### src/rtl/sequential_divider.sv
// Multi-cycle 32-bit signed divider using non-restoring shift/subtract, one quotient bit per clock.
// Result is packed {remainder, quotient} to match the Booth multiplier's HI/LO layout.
module sequential_divider (
    input  logic        clk,
    input  logic        clr,
    input  logic        start,
    input  logic [31:0] A,
    input  logic [31:0] B,
    output logic        busy,
    output logic        done,
    output logic        div_by_zero,
    output logic [63:0] divider_result
);

    typedef enum logic [1:0] {IDLE, RUN, FIX, DONE} state_t;

    state_t      state;
    state_t      state_next;

    logic [32:0] p_reg;
    logic [32:0] m_reg;
    logic [31:0] q_reg;
    logic [4:0]  count;
    logic        sign_q;
    logic        sign_r;
    logic        dz_flag;
    logic [31:0] quot_r;
    logic [31:0] rem_r;
    logic        busy_next;
    logic        done_next;

    logic [31:0] abs_a;
    logic [31:0] abs_b;
    logic [32:0] p_shift;
    logic [32:0] p_iter;
    logic [32:0] p_fix;

    // |0x80000000| wraps to itself, which reads correctly as unsigned 2^31 in the 33-bit datapath.
    assign abs_a   = A[31] ? -A : A;
    assign abs_b   = B[31] ? -B : B;
    assign p_shift = {p_reg[31:0], q_reg[31]};
    assign p_iter  = p_reg[32] ? (p_shift + m_reg) : (p_shift - m_reg);
    assign p_fix   = p_reg[32] ? (p_reg + m_reg) : p_reg;

    always_ff @(posedge clk or posedge clr) begin
        if (clr) begin
            state <= IDLE;
        end else begin
            state <= state_next;
        end
    end

    always_comb begin
        state_next = state;
        case (state)
            IDLE: begin
                if (start) begin
                    state_next = (B == 32'd0) ? DONE : RUN;
                end
            end
            RUN: begin
                if (count == 5'd31) begin
                    state_next = FIX;
                end
            end
            FIX:     state_next = DONE;
            DONE:    state_next = IDLE;
            default: state_next = IDLE;
        endcase
    end

    // Next values for the registered handshake outputs; busy stays up through the done cycle.
    always_comb begin
        busy_next = 1'b1;
        done_next = 1'b0;
        case (state)
            IDLE:    busy_next = start;
            DONE:    done_next = 1'b1;
            default: busy_next = 1'b1;
        endcase
    end

    always_ff @(posedge clk or posedge clr) begin
        if (clr) begin
            p_reg          <= 33'd0;
            m_reg          <= 33'd0;
            q_reg          <= 32'd0;
            count          <= 5'd0;
            sign_q         <= 1'b0;
            sign_r         <= 1'b0;
            dz_flag        <= 1'b0;
            quot_r         <= 32'd0;
            rem_r          <= 32'd0;
            busy           <= 1'b0;
            done           <= 1'b0;
            div_by_zero    <= 1'b0;
            divider_result <= 64'd0;
        end else begin
            busy <= busy_next;
            done <= done_next;
            case (state)
                IDLE: begin
                    if (start) begin
                        div_by_zero <= 1'b0;
                        count       <= 5'd0;
                        if (B == 32'd0) begin
                            dz_flag <= 1'b1;
                            quot_r  <= 32'hFFFF_FFFF;
                            rem_r   <= A;
                        end else begin
                            dz_flag <= 1'b0;
                            q_reg   <= abs_a;
                            m_reg   <= {1'b0, abs_b};
                            p_reg   <= 33'd0;
                            sign_q  <= A[31] ^ B[31];
                            sign_r  <= A[31];
                        end
                    end
                end
                RUN: begin
                    p_reg <= p_iter;
                    q_reg <= {q_reg[30:0], ~p_iter[32]};
                    count <= count + 5'd1;
                end
                FIX: begin
                    p_reg  <= p_fix;
                    quot_r <= sign_q ? -q_reg : q_reg;
                    rem_r  <= sign_r ? -p_fix[31:0] : p_fix[31:0];
                end
                DONE: begin
                    divider_result <= {rem_r, quot_r};
                    div_by_zero    <= dz_flag;
                end
                default: begin
                    count <= 5'd0;
                end
            endcase
        end
    end

endmodule

### config.mk
export PLATFORM = sky130hd
export DESIGN_NAME = sequential_divider
export DESIGN_NICKNAME = d
export VERILOG_FILES = /design/src/rtl/sequential_divider.sv
export SDC_FILE = /design/constraint.sdc
export NUM_CORES = 1
export LEC_CHECK = 0
export ABC_AREA = 1
export BUFFER_PORTS_ARGS = -buffer_cell sky130_fd_sc_hd__buf_4
export CORE_UTILIZATION = 65
export CTS_BUF_LIST = sky130_fd_sc_hd__clkbuf_16
export CTS_CLUSTER_SIZE = 8
export DETAILED_ROUTE_END_ITERATION = 10
export GPL_TIMING_DRIVEN = 0
export HOLD_SLACK_MARGIN = 0.05
export PLACE_DENSITY_LB_ADDON = 0.15
export SETUP_SLACK_MARGIN = 0.02
export SLEW_MARGIN = 20
export SYNTH_ARGS = -nofsm -noshare
export SYNTH_HDL_FRONTEND = slang
export SYNTH_SLANG_ARGS = --single-unit
export TNS_END_PERCENT = 100
### constraint.sdc
create_clock -name clk -period 18.6 [get_ports clk]
set_clock_uncertainty 0.05 [all_clocks]
set_input_delay 5.58 -clock clk [delete_from_list [all_inputs] [get_ports clk]]
set_output_delay 5.58 -clock clk [all_outputs]
set_load 0.01 [all_outputs]
* Word level (Yosys, flattened, before mapping)
Cells that the tools add are included.
** Word-level totals
- Flip-flop bits (word level) :: 238
- Bits of input ports :: 67
- Word-level logic and storage cells :: 76
** Cells by class
- $add $sub $neg :: 8
- Eq/ne operators :: 8
- Mux-type cells :: 29
- Bitwise gates (word level) :: 3
- Reduce and logical (&&, ||, !) cells :: 14
** Operators by type and width (count)
- two-way mux 32 bit :: 10
- one-hot mux 32 bit (2 select lines) :: 3
- two-way mux 33 bit :: 4
- negation 32 bit :: 4
- one-hot mux 33 bit (3 select lines) :: 1
- adder 33 x 32 -> 33 bit :: 2
- subtractor 33 x 32 -> 33 bit :: 1
- zero test 32 bit :: 1
- AND reduction 3 bit :: 4
- one-hot mux 5 bit (2 select lines) :: 1
- inequality test 2 bit (second input constant) :: 4
- one-hot mux 2 bit (4 select lines) :: 1
- AND reduction 2 bit :: 4
- two-way mux 2 bit :: 3
- nonzero test 2 bit :: 3
- adder 5 x 1 -> 5 bit (second input constant) :: 1
- equality test 5 bit (second input constant) :: 1
- two-way mux 5 bit :: 1
- equality test 2 bit (second input constant) :: 2
- two-way mux 1 bit :: 4
- nonzero test 3 bit :: 1
- equality test 2 x 1 -> 1 bit (second input constant) :: 1
- zero test 2 bit :: 1
- inverter 1 bit :: 2
- other kinds (2) :: 2

* Longest topological paths before layout
Gate-level depths: netlist of run 1.
- Depth in word-level cells :: 5
- Mapped depth :: 25
- Mapped depth without buffers :: 25

* Least setup slack after synthesis of run 1
No wires, ideal clock.
- Path kind :: input to register
- From :: input port B[1]
- To :: register quot_r[27]
- Library setup time :: 0.121 ns
- Data arrival time :: 7.314 ns
- Required time :: 18.429 ns
- Path slack :: 11.115 ns
- Cell stages on the path :: 17
- Cell sequence :: inv_1 ha_1 nand3_1 nor3_2 inv_2 nor3_4 nand4_1 inv_1 nand2_1 inv_2 nand3_1 o21ai_2 inv_2 nor2_2 buf_4 inv_1 o22a_1
** Between the ends
- Longest elaborated chain between the ends :: 3
** Ends and longest elaborated chain
- start, declared :: line 8 : input logic [31:0] B,
- zero test 32 bit :: line 106 : if (B == 32'd0) begin
- inequality test 2 bit (no source line)
- AND reduction 3 bit (no source line)
- end signal, assigned :: line 127 : quot_r <= sign_q ? -q_reg : q_reg;
- end, declared :: line 27 : logic [31:0] quot_r;
No other way between the ends.
A chain may end at the register's enable or synchronous reset.

* Worst setup path in the final report of run 1
- From :: input port B[1]
- To :: register quot_r[30]
The elaborated chain is that of the path after synthesis.

==> key figures, run 1 <==
Status
  – Run status: finished clean

Hold path
  – Hold Path End: divider_result[16]
  – Hold depth: 2
  – Worst hold path startpoint: quot_r[16]
  – Worst hold path type: flip-flop to flip-flop

Clocking
  – H-tree Lvls: 2
  – Num CTS Buffers: 35
  – Root buf cell: clkbuf_16
  – Clk_lat worst skew: 0.54 ns
  – Hold-fix buffers, CTS: 0
  – PostCTS Resize Cnt: 0
  – Clock slew at reported path FFs: 0.05 ns
  – CTS Sinks: 238
  – CTS tree: built
  – Longest Clk Path Bufs: 3
  – Post-CTS setup buffers: 0

Routing
  – Total wire length: between 70000 and 80000 um
  – Drt wl/cell: 21.1 um
  – Vias: 21503
  – Initial DRC Count: 3401
  – DR vias/cell: 6.34
  – Drt first pass iters: 7
  – DR DRC count: 0
  – DRT antenna net count: 0

Place
  – Gpl congestion: 1.10
  – # port buffers: between 100 and 150
  – HPWL after detailed placement: 55500 um
  – Pre-CTS setup slack: 10.21 ns

Floorplan
  – Boundary Pins: around 130
  – Die height: 172 um
  – Die width: 172 um
  – # rows: 61
  – Die area: 29600 um2
  – Starting Density: 66.9%
  – Core area: approximately 28000 um2

Pwr
  – Clock share of power: 15.4%
  – Net Sw Power: 2.00 mW
  – Int Power: between 1.5 and 2 mW
  – Seq pwr share: 25.8%
  – Switching Fraction: between 50 and 60%
  – Leak: 10.9 nW
  – P per Cell Area: 177 nW/um2
  – Comb pwr share: 58.9%
  – Worst VDD drop: 0.142 mV

STA
  – Rel. slew slack: 37.9%
  – Worst Tran Pin Value: 0.922 ns
  – Setup violations, final: 0
  – Highest achievable clock rate: roughly 120 MHz
  – Min cycle time layout: approximately 8 ns
  – Final Cycle Share: 43.4%
  – Setup TNS: 0 ns
  – Post-route setup slack: 10.52 ns
  – Slew Viols, Final: 0
  – Endpoints failing hold: 0
  – RSZ-0062 raised after global routing: false

Finish
  – Most frequent cells in the layout: 867 x nand2_1, 337 x inv_1, 238 x dfrtp_1
  – Nets: 3157
  – Fill count: 2186
  – Layout cells sized above 1: 11.6%
  – Commonest non-fill, non-tap cell in the layout: nand2_1
  – Max reg flops: between 60 and 70
  – Area Growth Syn to Fin: 13.1%

GRT
  – GR Util met3: 16.7%
  – First-pass GRT wire length: about 110000 um
  – GRT overflow: 0
  – Routing usage on met2: around 71%
  – Number of global-route vias before repair: about 20000
  – GR peak layer: met2
  – Antenna violations before repair: 2
  – Largest net degree at the start of global routing: 107
  – Tot GR Track Use: 48.5%
  – Grt met1 use: a little under two thirds

Setup path
  – R2R Setup Slk: 12.91 ns
  – CP startpoint kind: primary input
  – CP Class: primary input to flip-flop
  – Arrival @ worst endpoint: 8.44 ns
  – R2R depth: 21
  – Worst EP required: 18.96 ns
  – FF-to-FF Start: p_reg[32]
  – CP Max Fanout: 10
  – RR Endpoint: p_reg[32]
  – Crit end category: flip-flop

Synth
  – Cell taking the most area after synthesis: dfrtp_1
  – Synth top area share: 31.7%
  – Number of flops mapped to enable cells by yosys: 0
  – Synth Instances: 2840
  – Register area share after synthesis: 31.7%
  – Synth warnings: 0
  – Synth unique cells: 56
  – Top post-synthesis cells by area: dfrtp_1 32%, nand2_1 17%, inv_1 6.7%, o21ai_0 5.6%, ha_1 5.1%
  – Post-Syn Area: 18800 um2
  – Syn Nets: 2986
  – Syn_area_per_cell: 6.62 um2
  – Synth Register Bits: 238
  – Ys flop type: dfrtp_1
  – Ys async rst share: between 90% and 100%

Flow run
  – Number of max-cap violations: 0
## per-stage QoR
step / power (mW) / hold slack [ns] / std cells / area [um2] / utilization [%]
5_1_grt: 3.96 / 0.434 / 3392 / 21300 / 75.7
2_1_floorplan: 2.29 / 0.392 / 2840 / 18800 / -
3_3_place_gp: 2.96 / 0.406 / 3350 / 20300 / 72.1
4_1_cts: 3.64 / 0.422 / 3392 / 21300 / 75.7
3_5_place_dp: 3.03 / 0.410 / 3352 / 20300 / 72.4
6_report: 3.77 / 0.417 / 3394 / 21300 / 75.7
## worst max-delay path by stage
stage	from	slack (ns)	cells after the start	endpoint
finish	B[1]	10.52	19	quot_r[30]
global route	B[1]	10.45	16	rem_r[14]
CTS	B[1]	10.71	19	quot_r[30]
detailed placement	B[1]	10.21	19	quot_r[30]
global placement	clr	4.23	2	m_reg[14]
floorplan	clr	6.44	1	busy
## Yosys cell counts, types with 14 or more instances
cell type and instances:
o21ai_0 211, nand4_1 38, nand3_1 174, o22ai_1 14, buf_2 22, inv_2 26, nand3_2 19, o211ai_1 26
nor2_1 237, a31oi_1 29, dfrtp_1 238, nand2_2 38, or2_2 15, clkbuf_1 59, inv_1 336, nand2_1 867
nor2_2 18, a21oi_1 130, ha_1 77, xnor2_1 20, nor3_1 24, xor2_1 73
## power by group through the flow
stage,clock network (mW),logic (mW),registers [mW]
after global routing,0.592,2.39,0.979
after global placement,0,2.02,0.940
after detailed placement,0,2.08,0.949
after CTS,0.571,2.12,0.949
after floorplan,0,1.40,0.894
final,0.579,2.22,0.970
## layout make-up
class | instances | area [um2] | share of cell area [%]
plain buffers | 96 | 400 | 1.88
inverters | 365 | 1380 | 6.48
flip-flops and latches | 238 | 5960 | 28.0
clock inverters | 5 | 56.3 | 0.265
repair buffers | 134 | 1050 | 4.92
diodes | 2 | 5.00 | 0.0235
well taps | 378 | 473 | 2.22
multi-input cells | 2141 | 11100 | 52.1
clock buffers | 35 | 876 | 4.12
## cell families after synthesis
logic type / Yosys count / synth area share [%]
AO/OA/AOI/OAI: 479 / 14.4
flip-flops: 238 / 31.7
AND/OR/NAND/NOR: 1490 / 34.9
buffers and inverters: 461 / 9.42
adder cells (fa/ha/maj): 79 / 5.34
XOR/XNOR: 93 / 4.33
## critical path, cell delays in order
cell and delay (ns):
buf_4 0.11, inv_1 0.08, ha_1 0.18, nand3_1 0.14
nor3_2 0.16, inv_2 0.07, nor3_4 0.17, nand4_1 0.12
inv_1 0.10, nand2_1 0.14, inv_2 0.09, nand3_1 0.14
o21ai_2 0.29, inv_2 0.25, nor2_2 0.21, buf_4 0.26
inv_1 0.12, o22ai_1 0.14, inv_1 0.06
## per-layer routing
| layer | part of all wire (%) | routed length, um | vias up |
|---|---|---|---|
| li1 | - | - | 9520 |
| met1 | 37 | 26700 | 9860 |
| met2 | 41 | 29400 | 1711 |
| met3 | 16 | 11300 | 410 |
| met4 | 5.8 | 4170 | 2 |
| met5 | 0.015 | 11 | - |
Note: power is estimated with default switching activity, not from simulation.
==> run 2: changes to the inputs <==
ABC_AREA = 0   (was 1)
CORE_UTILIZATION = 62   (was 65)
clock period = 8.1 ns   (was 18.6 ns; I/O delays follow)
==> run 2 against run 1 <==
The run now ends with DRC left. Synthesized area is 11% lower. Sequential share of layout area is 2.9 points higher. Clock power is 120% higher. Register-to-register slack worse by 12 ns. Power is 140% higher. Core utilization is 2.6 points lower. Critical path type is now flip-flop to flip-flop. Critical endpoint is now p_reg[23].
==> key figures, run 2 <==
Status
  – Run status: finished, violations left
  – Failing checks: DRC

Finish
  – Fill count: ~2000
  – Most frequent cells in the layout: 238 x dfrtp_1, 192 x nor2_1, 185 x a21oi_1
  – Final Instance Count excl. Fillers: 2462
  – Register area: slightly below 6000 um2
  – # diodes: 0
  – Multi-input gate area: 10300 um2
  – Nets: approximately 2300
  – Post-layout util: 73.1%
  – Layout cells sized above 1: between 10% and 20%
  – Max reg flops: 64
  – Area Growth Syn to Fin: 14.6%
  – Commonest non-fill, non-tap cell in the layout: dfrtp_1

Clocking
  – Longest Clk Path Bufs: 3
  – Hold-fix buffers, CTS: 0
  – H-tree Lvls: 2
  – Num CTS Buffers: 35
  – Clock slew at reported path FFs: 0.05 ns
  – Clk_lat worst skew: 0.53 ns
  – Post-CTS setup buffers: 0
  – CTS Sinks: 238
  – CTS tree: built
  – Root buf cell: clkbuf_16

Routing
  – Initial DRC Count: 1334
  – Vias: about 16000
  – Drt first pass iters: 11
  – Total wire length: 51700 um
  – DRT antenna net count: 0
  – Drt wl/cell: 21.0 um
  – DR DRC count: 9
  – DR vias/cell: 6.43

Synth
  – Post-Syn Area: 16800 um2
  – Largest family of logic cells by synthesized area: compound AO/OA/AOI/OAI gates
  – Synth warnings: 0
  – XOR/XNOR Fraction of Synth Area: 9.59%
  – Cell taking the most area after synthesis: dfrtp_1
  – Synth Instances: just under 2000
  – Post-synth top cells: 238 x dfrtp_1, 192 x nor2_1, 185 x a21oi_1
  – Area share of fa/ha/maj cells after synthesis: under 10%
  – Synth Register Bits: 238
  – Synth Area in Compound Gates: 22.7%
  – Top post-synthesis cells by area: dfrtp_1 35%, xor2_1 6.6%, ha_1 5.7%, a21oi_1 5.5%, o21ai_0 4.9%
  – Post-synthesis mux area share: between 6 and 7%
  – Syn Nets: 2098
  – Syn_area_per_cell: about 8.6 um2
  – Most common cell in the netlist: dfrtp_1
  – Register area share after synthesis: 35.4%
  – Ys flop type: dfrtp_1
  – Ys async rst share: 100%
  – Synth Area in Simple Gates: 16.9%
  – Number of flops mapped to enable cells by yosys: 0
  – Synth unique cells: 86
  – Synth top area share: a little over a third

GRT
  – Antenna violations before repair: 0
  – Number of global-route vias before repair: 15854
  – First-pass GRT wire length: 82700 um
  – Largest net degree at the start of global routing: 35
  – Tot GR Track Use: 37.7%
  – GRT overflow: 0

Place
  – Gpl congestion: a little under 1
  – # port buffers: ~130
  – Pre-CTS setup slack: -0.635 ns
  – Dpl cells: 2426
  – HPWL after detailed placement: 40200 um

Setup path
  – Crit end category: flip-flop
  – CP Class: flip-flop to flip-flop
  – Worst EP required: between 8 and 9 ns
  – Arrival @ worst endpoint: ~7.9 ns
  – CP startpoint kind: flip-flop
  – CP Max Fanout: 19

Pwr
  – Worst VDD drop: 0.209 mV
  – Leak: 8.09 nW
  – P per Cell Area: 463 nW/um2

STA
  – Hold WS: 0.432 ns
  – Post-route setup slack: 0.579 ns
  – Min cycle time layout: 7.52 ns
  – Endpoints failing hold: 0
  – RSZ-0062 raised after global routing: false
  – Slew Viols, Final: 0
  – Setup violations, final: 0
  – Rel. slew slack: 22.5%
  – Highest achievable clock rate: between 100 and 150 MHz
  – Worst Tran Pin Value: 1.15 ns
  – Setup TNS: 0 ns
  – Final Cycle Share: 92.9%

Floorplan
  – Die area: ~28000 um2
  – Core area: 26400 um2
  – Boundary Pins: about 130
  – Die height: ~170 um
  – Die width: ~170 um
  – Starting Density: between 60% and 70%
  – # rows: just under 60

Flow run
  – Number of max-cap violations: 0

Hold path
  – Worst hold path type: flip-flop to flip-flop
[run 2: cell types whose count changed after synthesis, moves of 54 or more]
cell,previous run,this run
a21oi_1,130,185
inv_1,336,48
mux2_2,0,68
nand2_1,867,173
nand3_1,174,44
xor2_1,73,127
[run 2: path summary, 6_finish.rpt]
check,startpoint,endpoint,slack (ns),cells past startpoint
setup / recovery,p_reg[32],p_reg[23],0.58,20
hold / removal,rem_r[15],rem_r[15],0.43,2
setup reg to reg,p_reg[32],p_reg[23],0.58,20
hold reg to reg,rem_r[15],rem_r[15],0.43,2
max in group asynchronous,clr,divider_result[61],4.74,6
min in group asynchronous,clr,divider_result[4],1.98,2
[run 2: per-layer routing]
metal	GRT usage, %	vias to the layer above	wire [um]
met1	44.2	7506	19700
met2	66.0	724	25100
met4	20.3	0	2780
li1	-	7434	-
met3	6.42	173	4160
met5	0	-	0
[run 2: kinds of logic (layout without fill, tap and decap cells)]
| kind of cell | after synthesis | in the layout |
|---|---|---|
| multiplexers | 93 | 93 |
| AND/OR/NAND/NOR | 599 | 599 |
| buffers and inverters | 151 | 326 |
| AO/OA/AOI/OAI | 608 | 608 |
| flip-flops | 238 | 238 |
| XOR/XNOR | 184 | 184 |
| adder cells (fa/ha/maj) | 79 | 79 |
[run 2: timing repair]
action                                 in CTS  in global routing
setup endpoints to repair                  14                  6
cloned                                      0                  0
endpoints found under the hold margin       0                  0
resized for setup                           2                  0
[run 2: cell type report]
type | instances | area share, %
Tap cell | 335 | 2.18
Inverter | 49 | 0.974
Sequential cell | 238 | 30.9
Buffer | 100 | 1.98
Multi-Input combinational cell | 1563 | 53.4
Timing Repair Buffer | 139 | 5.87
Clock buffer | 35 | 4.55
Clock inverter | 3 | 0.169
[run 2: stage by stage]
stage | area [um2] | power (mW)
finish | 19300 | 8.92
global route | 19300 | 9.56
CTS | 19300 | 8.80
detailed placement | 18400 | 7.47
global placement | 18200 | 7.30
floorplan | 16800 | 5.93
[run 2: power breakdown]
group	switching, mW	internal, mW
sequential	0.543	1.71
combinational	3.31	2.08
clock	0.517	0.763
total	4.37	4.55
[run 2: critical path, stage by stage, from the launching register on]
cell and delay (ns):
dfrtp_1 0.37, clkbuf_1 0.49, buf_2 0.37, buf_2 0.52, buf_2 0.52, buf_2 0.44
clkbuf_1 0.51, buf_1 0.52, nor2_1 0.13, xor2_1 0.18, ha_1 0.34, a2111oi_0 0.39
o21ai_0 0.25, and3_1 0.28, a221oi_1 0.68, o2111ai_1 0.28, a21oi_1 0.35, o21bai_1 0.16
xor2_1 0.17, a221oi_1 0.26, nor3_1 0.09
